--- src/rtl/tlc_pkg.sv ---
// tlc_pkg: phase and lamp encodings shared by the multi-way traffic light controller.
package tlc_pkg;
    localparam logic [1:0] PH_GREEN  = 2'd0;
    localparam logic [1:0] PH_YELLOW = 2'd1;
    localparam logic [1:0] PH_ALLRED = 2'd2;
    localparam logic [2:0] LAMP_RED    = 3'b100;
    localparam logic [2:0] LAMP_YELLOW = 3'b010;
    localparam logic [2:0] LAMP_GREEN  = 3'b001;
endpackage

--- src/rtl/tlc_rr_pick.sv ---
// tlc_rr_pick: first requester after cur (cur+1, cur+2, ... wrapping); valid means some other way requests.
module tlc_rr_pick #(
    parameter int N  = 4,
    parameter int AW = 2
) (
    input  logic [N-1:0]  req,
    input  logic [AW-1:0] cur,
    output logic [AW-1:0] next,
    output logic          valid
);
    always_comb begin
        next = cur;
        valid = 1'b0;
        // Descending scan so the nearest requester after cur is the last writer.
        for (int k = N - 1; k >= 1; k--) begin
            if (req[(int'(cur) + k) % N]) begin
                next = AW'((int'(cur) + k) % N);
                valid = 1'b1;
            end
        end
    end
endmodule

--- src/rtl/tlc_multiway.sv ---
// tlc_multiway: round-robin N-approach traffic light controller with tick-based phase timing.
// Optional emergency preemption (emg_req/emg_way) is built when TLC_PREEMPT_EN is defined.
module tlc_multiway
    import tlc_pkg::*;
#(
    parameter int N_WAYS    = 4,
    parameter int TW        = 8,
    parameter int MIN_GREEN = 3,
    parameter int MAX_GREEN = 6,
    parameter int YELLOW_T  = 2,
    parameter int ALLRED_T  = 1
) (
    input  logic                      clk,
    input  logic                      rst,
    input  logic                      tick,
`ifdef TLC_PREEMPT_EN
    input  logic                      emg_req,
    input  logic [$clog2(N_WAYS)-1:0] emg_way,
`endif
    input  logic [N_WAYS-1:0]         sensor,
    output logic [3*N_WAYS-1:0]       lights,
    output logic [$clog2(N_WAYS)-1:0] active_way,
    output logic [1:0]                phase
);
    localparam int AW = $clog2(N_WAYS);

    logic [TW-1:0] timer;
    logic [AW-1:0] target, pick, act_nxt, tgt_nxt;
    logic [1:0]    ph_nxt;
    logic          other_req, go_yellow;

    tlc_rr_pick #(.N(N_WAYS), .AW(AW)) u_pick (
        .req(sensor),
        .cur(active_way),
        .next(pick),
        .valid(other_req)
    );

    assign go_yellow = tick && timer >= TW'(MIN_GREEN - 1) && other_req
                       && (!sensor[active_way] || timer >= TW'(MAX_GREEN - 1));

    always_comb begin
        ph_nxt = phase;
        act_nxt = active_way;
        tgt_nxt = target;
        case (phase)
            PH_GREEN: if (go_yellow) begin
                ph_nxt = PH_YELLOW;
                tgt_nxt = pick;
            end
            PH_YELLOW: if (tick && timer == TW'(YELLOW_T - 1)) ph_nxt = PH_ALLRED;
            PH_ALLRED: if (tick && timer == TW'(ALLRED_T - 1)) begin
                ph_nxt = PH_GREEN;
                act_nxt = target;
            end
            default: ph_nxt = PH_GREEN;
        endcase
`ifdef TLC_PREEMPT_EN
        // Emergency overrides green immediately but lets yellow/all-red run their full length.
        if (emg_req) begin
            if (phase == PH_GREEN) begin
                ph_nxt = active_way == emg_way ? PH_GREEN : PH_YELLOW;
                tgt_nxt = active_way == emg_way ? target : emg_way;
            end else begin
                tgt_nxt = emg_way;
                act_nxt = (phase == PH_ALLRED && ph_nxt == PH_GREEN) ? emg_way : act_nxt;
            end
        end
`endif
    end

    always_ff @(posedge clk) begin
        if (rst) begin
            phase <= PH_GREEN;
            active_way <= '0;
            target <= '0;
            timer <= '0;
        end else begin
            phase <= ph_nxt;
            active_way <= act_nxt;
            target <= tgt_nxt;
            timer <= ph_nxt != phase ? '0 : (tick && timer != '1) ? timer + 1'b1 : timer;
        end
    end

    always_comb begin
        lights = '0;
        for (int i = 0; i < N_WAYS; i++)
            lights[3*i +: 3] = (AW'(i) == active_way && phase != PH_ALLRED)
                               ? (phase == PH_GREEN ? LAMP_GREEN : LAMP_YELLOW) : LAMP_RED;
    end
endmodule

--- config.mk ---
export PLATFORM = sky130hd
export DESIGN_NAME = tlc_multiway
export DESIGN_NICKNAME = d
export VERILOG_FILES = /design/src/rtl/tlc_pkg.sv /design/src/rtl/tlc_rr_pick.sv /design/src/rtl/tlc_multiway.sv
export SDC_FILE = /design/constraint.sdc
export NUM_CORES = 1
export LEC_CHECK = 0
export CORE_AREA = 2 2 49 51
export DETAILED_ROUTE_END_ITERATION = 12
export DIE_AREA = 0 0 51 53
export PLACE_DENSITY = 0.89
export SLEW_MARGIN = 10
export SYNTH_ARGS = -nofsm -noshare
export SYNTH_HDL_FRONTEND = slang
export SYNTH_SLANG_ARGS = --single-unit
--- constraint.sdc ---
create_clock -name clk -period 5.7 [get_ports clk]
set_clock_uncertainty 0.15 [all_clocks]
set_input_delay 0.57 -clock clk [delete_from_list [all_inputs] [get_ports clk]]
set_output_delay 0.57 -clock clk [all_outputs]
set_load 0.005 [all_outputs]
Word level (Yosys, flattened, before mapping)
Index checks and enable logic that the tools add are counted.
Operators by class
  reductions and logical operators: 21
  equality and inequality tests: 9
  order comparisons: 6
  add/subtract/negate cells: 4
  mux-type cells: 26
  bitwise gates (word level): 3
Operators by type and width (count)
  2-bit two-way mux: 7
  3-bit by 4-bit less-than comparator with 1-bit output (second input constant): 3
  3-bit two-way mux: 4
  1-bit logical AND: 10
  1-bit two-way mux: 10
  8-bit by 1-bit adder with 8-bit output (second input constant): 1
  1-bit binary-select mux with 2-bit select: 4
  8-bit by 1-bit == test with 1-bit output (second input constant): 1
  8-bit by 2-bit greater-or-equal comparator with 1-bit output (second input constant): 1
  8-bit by 3-bit greater-or-equal comparator with 1-bit output (second input constant): 1
  8-bit zero test: 1
  8-bit inequality test (second input constant): 1
  2-bit OR reduction: 4
  2-bit case mux with 3 select lines: 1
  2-bit adder (second input constant): 2
  2-bit == test (first input constant): 2
  2-bit zero test: 2
  2-bit AND reduction: 2
  1-bit bitwise AND (first input constant): 3
  2-bit by 3-bit less-than comparator with 1-bit output (second input constant): 1
  2-bit by 1-bit adder with 2-bit output (second input constant): 1
  1-bit by 2-bit == test with 1-bit output (first input constant): 1
  2-bit by 1-bit == test with 1-bit output (second input constant): 1
  2-bit == test (second input constant): 1
  other kinds (4): 4
Word-level totals
  bits in registers: 14
  bits of input ports: 7
  output and inout bits: 16

Longest topological paths before layout
  depth after elaboration: 15
  gate-level depth with buffers: 7
  depth with buffers taken out: 7

By module
Synthesis repeated with hierarchy kept, for this count alone.
Second synthesis, totals
  cells, all modules: 130
  area total of the unflattened synthesis: 1099.8 µm²
Modules (own cells, without submodules)
  tlc_multiway: area each 965.9 µm², cells each 110, times used 1
  tlc_rr_pick: area each 133.9 µm², cells each 20, times used 1

Worst setup path before layout
Ideal clock, no wire load.
  path kind: input to register
  start point: input port sensor[3]
  end point: register target[1]
  cell stages on the path: 4
  setup slack: 3575 ps
  library setup time: 121 ps
  data arrival time: 1854 ps
  path through: mux4_2 -> and3_4 -> or3_4 -> mux2_4
On the way
  word-level cells in the longest chain between the ends: 9
  elaborated cells on any way between the ends: 22
  classes of those cells: mux: 17; reduce/logical: 5
RTL lines
  from (decl): RTL line tlc_multiway.sv:20  | input logic [N_WAYS-1:0] sensor,
  1-bit binary-select mux with 2-bit select: RTL line tlc_rr_pick.sv:16  | if (req[(int'(cur) + k) % N]) begin
  1-bit two-way mux (not written as such) (2 in series): RTL line tlc_rr_pick.sv:16
  1-bit two-way mux (3 in series): RTL line tlc_rr_pick.sv:16
  1-bit logical AND: RTL line tlc_multiway.sv:39  | assign go_yellow = tick && timer >= TW'(MIN_GREEN - 1) && other_req
  1-bit logical AND: RTL line tlc_multiway.sv:40  | && (!sensor[active_way] || timer >= TW'(MAX_GREEN - 1));
  2-bit AND reduction (no source line)
  to (signal assigned): RTL line tlc_multiway.sv:81  | target <= tgt_nxt;
  to (decl): RTL line tlc_multiway.sv:28  | logic [AW-1:0] target, pick, act_nxt, tgt_nxt;
Parallel ways exist; a longest one is shown, timed or not. The select of a mux whose other input is x is not followed.
A chain may end at the register's enable or synchronous reset.

Final worst setup path
  start point: register active_way[0]
  end point: output port lights[1]
On the way
  word-level cells in the longest chain between the ends: 3
RTL lines
  from (decl): RTL line tlc_multiway.sv:22  | output logic [$clog2(N_WAYS)-1:0] active_way,
  from (signal assigned): RTL line tlc_multiway.sv:80  | active_way <= act_nxt;
  2-bit zero test: RTL line tlc_multiway.sv:89  | lights[3*i +: 3] = (AW'(i) == active_way && phase != PH_ALLRED)
  1-bit logical AND: RTL line tlc_multiway.sv:89
  3-bit two-way mux: RTL line tlc_multiway.sv:90  | ? (phase == PH_GREEN ? LAMP_GREEN : LAMP_YELLOW) : LAMP_RED;
  to (decl): RTL line tlc_multiway.sv:21  | output logic [3*N_WAYS-1:0] lights,
No other way between the ends.

==> summary.md <==
| Metric | Value |
|---|---|
| Outcome | finished clean |
| Synth area leaders | dfxtp_1, ha_1, nand2_1 |
| DR DRC count | 0 |
| CP delay by family, top | flip-flops |
| # setup viols final | 0 |
| Routed len/inst | roughly 14 um |
| Worst path cell trace | inv_1 -> ha_1 -> and2_1 -> clkdlybuf4s50_1 |
| Clk sinks | 14 |
| DRT Wirelength | between 2 and 3 mm |
| Post-synth cell types | 40 |
| FP Rows | 17 |
| Die height | around 53 um |
| Max-Cap Viols | 0 |
| Top-area cell type share of the netlist area | 0.242 |
| Commonest non-fill, non-tap cells in the layout | clkdlybuf4s50_1, nand2_1, dfxtp_1 |
| Core ar. | roughly 2100 um2 |
| Hold-fix buffers at CTS | 0 |
| Detail Route Antenna Nets | 0 |
| Ys flop type | dfxtp_1 |
| CTS tree | done |
| First drt pass iteration count | 4 |
| Most common cell after layout, fill and taps aside | clkdlybuf4s50_1 |
| H-tree Lvls | 1 |
| Layout Utilization | 0.655 |
| Vias per cell | 5.87 |
| Reg-to-reg slack, setup | ~3.4 ns |
| Crit path launch type | register |
| I/O Pins | 23 |
| Period utilization | 0.457 |
| CP endpoint | lights[1] |
| Initial antenna violation count | 0 |
| Largest net degree at the start of global routing | 16 |
| Worst setup path start | active_way[0] |
| Post-DP HPWL | a little under 2 mm |
| Syn Area/Cell | ~8.5 um2 |
| First-pass GRT wire length | between 4 and 5 mm |
| All-layer global routing usage | 0.202 |
| CP max stage cell | dfxtp_1 |
| Post-route insts no fill | around 180 |
| Fin nets | between 150 and 200 |
| Fmax | a little under 0.4 GHz |
| Grt total ovfl | 0 |
| ANT cells | 0 |
| Placed cells | 181 |
| Syn nets | ~150 |
| Setup CP Type | reg -> out |
| Worst hold path depth | 2 |
| Post-synthesis cell area | 1160 um2 |
| EDFF count, synth | 0 |
| Post CTS Setup Buffer Count | 0 |
| Minimum clock period | roughly 2.6 ns |
| Resize count post-CTS | 0 |
| Input/output buffers | 22 |
| Max-slew headroom | 0.665 |
| Fin. max-slew vios | 0 |
| Worst Tran Pin Value | between 0.5 and 0.6 ns |
| RR Startpoint | active_way[1] |
| RR Endpoint | target[1] |
| WP depth | 4 |
| Worst Hold Class | reg -> reg |
| Pwr/cell area | between 100 and 150 nW/um2 |
| Die area | 2700 um2 |
| WP data required | between 4 and 5 ns |
| Initial DRC Count | 50 |
| Die W | 51 um |
| Fraction of layout cells with a size suffix above 1 | 0.109 |
| Via count | between 1000 and 1500 |
| Fraction of registers with async set/reset | 0 |
| Critical path buffers and inverters | 2 |
| Synth area leader | dfxtp_1 |
| Layout area overhead | 21.3% |
| Final TNS setup | 0 ns |
| Vias in the first global route | 1029 |
| WP data arrival | roughly 1.9 ns |
| Peak VDD IR | 0.144 mV |
| Cells after Synth | roughly 140 |
| Maximum fanout along the worst path | 15 |
| Total power | between 200 and 250 uW |
| Nature of the critical path endpoint | primary output |
| CP peak stage delay | 0.62 ns |
| P_leak | between 0.5 and 0.6 nW |
| CTS root buf | clkbuf_4 |
| Seq/Total Area, Yosys | 0.242 |
| Yosys warning count | 0 |
| Unrepaired setup endpoints after global routing | no |
| Starting Density | 0.540 |
| Total CTS buffers | 3 |
| Deepest clock path buffer count | 2 |
| Clock Pin Slew Worst Setup and Hold Paths | 0.07 ns |
| GP Congestion | ~0.88 |
| Worst R2R Path Depth | 4 |
| Worst-Skew Late Latency | 0.28 ns |
| Register bit total from synthesis | 14 |
| Final hold vios | 0 |
==> layout make-up <==
class,count,area (um2)
Multi-Input combinational cell,108,815
Fill cell,169,742
Sequential cell,14,280
Timing Repair Buffer,22,220
Tap cell,28,35.0
Inverter,9,33.8
Clock buffer,3,22.5
==> how the worst min path moves through the flow <==
stage,from,end
after CTS,target[0],target[0]
final,target[0],target[0]
after floorplan,target[0],target[0]
after global routing,target[0],target[0]
after detailed placement,target[0],target[0]
after global placement,target[0],target[0]
==> sequential cells by signal, summed over array words and instances (netlist names) <==
signal,count
phase,2
timer,8
target,2
active_way,2
==> power breakdown <==
part           internal (mW)  total (mW)  switching [mW]
clock network         0.0245      0.0538          0.0293
registers              0.100       0.104         0.00377
logic                 0.0207      0.0433          0.0227
total                  0.146       0.201          0.0557
==> per-stage QoR <==
step / worst slack (ns) / hold slack [ns] / area (um2)
after floorplan: 3.57 / 0.298 / 1160
after global placement: 3.04 / 0.309 / 1380
after detailed placement: 2.98 / 0.339 / 1380
after CTS: 3.09 / 0.354 / 1410
after global routing: 2.95 / 0.374 / 1410
final: 3.10 / 0.342 / 1410
==> layer usage <==
metal	share of wire	wire, um	up-vias	global-route usage
met5	0	0	-	0
li1	-	-	527	-
met2	0.50	1280	47	0.361
met4	0	0	0	0.0721
met1	0.44	1110	506	0.236
met3	0.063	161	0	0.0452
==> worst reg2reg max path: cells and delay by family (launching register included) <==
family / cells / cell delay (ns)
flip-flops: 1 / 0.58
multiplexers: 2 / 0.87
AND/OR/NAND/NOR: 2 / 0.57
==> kinds of logic after synthesis <==
kind of cell | share of synthesized area
AO/OA/AOI/OAI | 0.109
XOR/XNOR | 0.0302
adder cells (fa/ha/maj) | 0.0971
buffers and inverters | 0.0561
flip-flops | 0.242
AND/OR/NAND/NOR | 0.381
multiplexers | 0.0852
==> cell usage after synthesis, drive strengths merged (2+ instances only) <==
master and count:
mux2 2, inv 9, nand2b 5, dfxtp 14, and4 2, mux2i 5, nand3 6, nand4 5
ha 9, nor2b 3, nor4 3, buf 2, xor2 3, nor3 11, nor2 6, and2 8
o21ai 4, clkbuf 4, a21oi 5, nand2 15
Note: power is estimated with default switching activity, not from simulation.
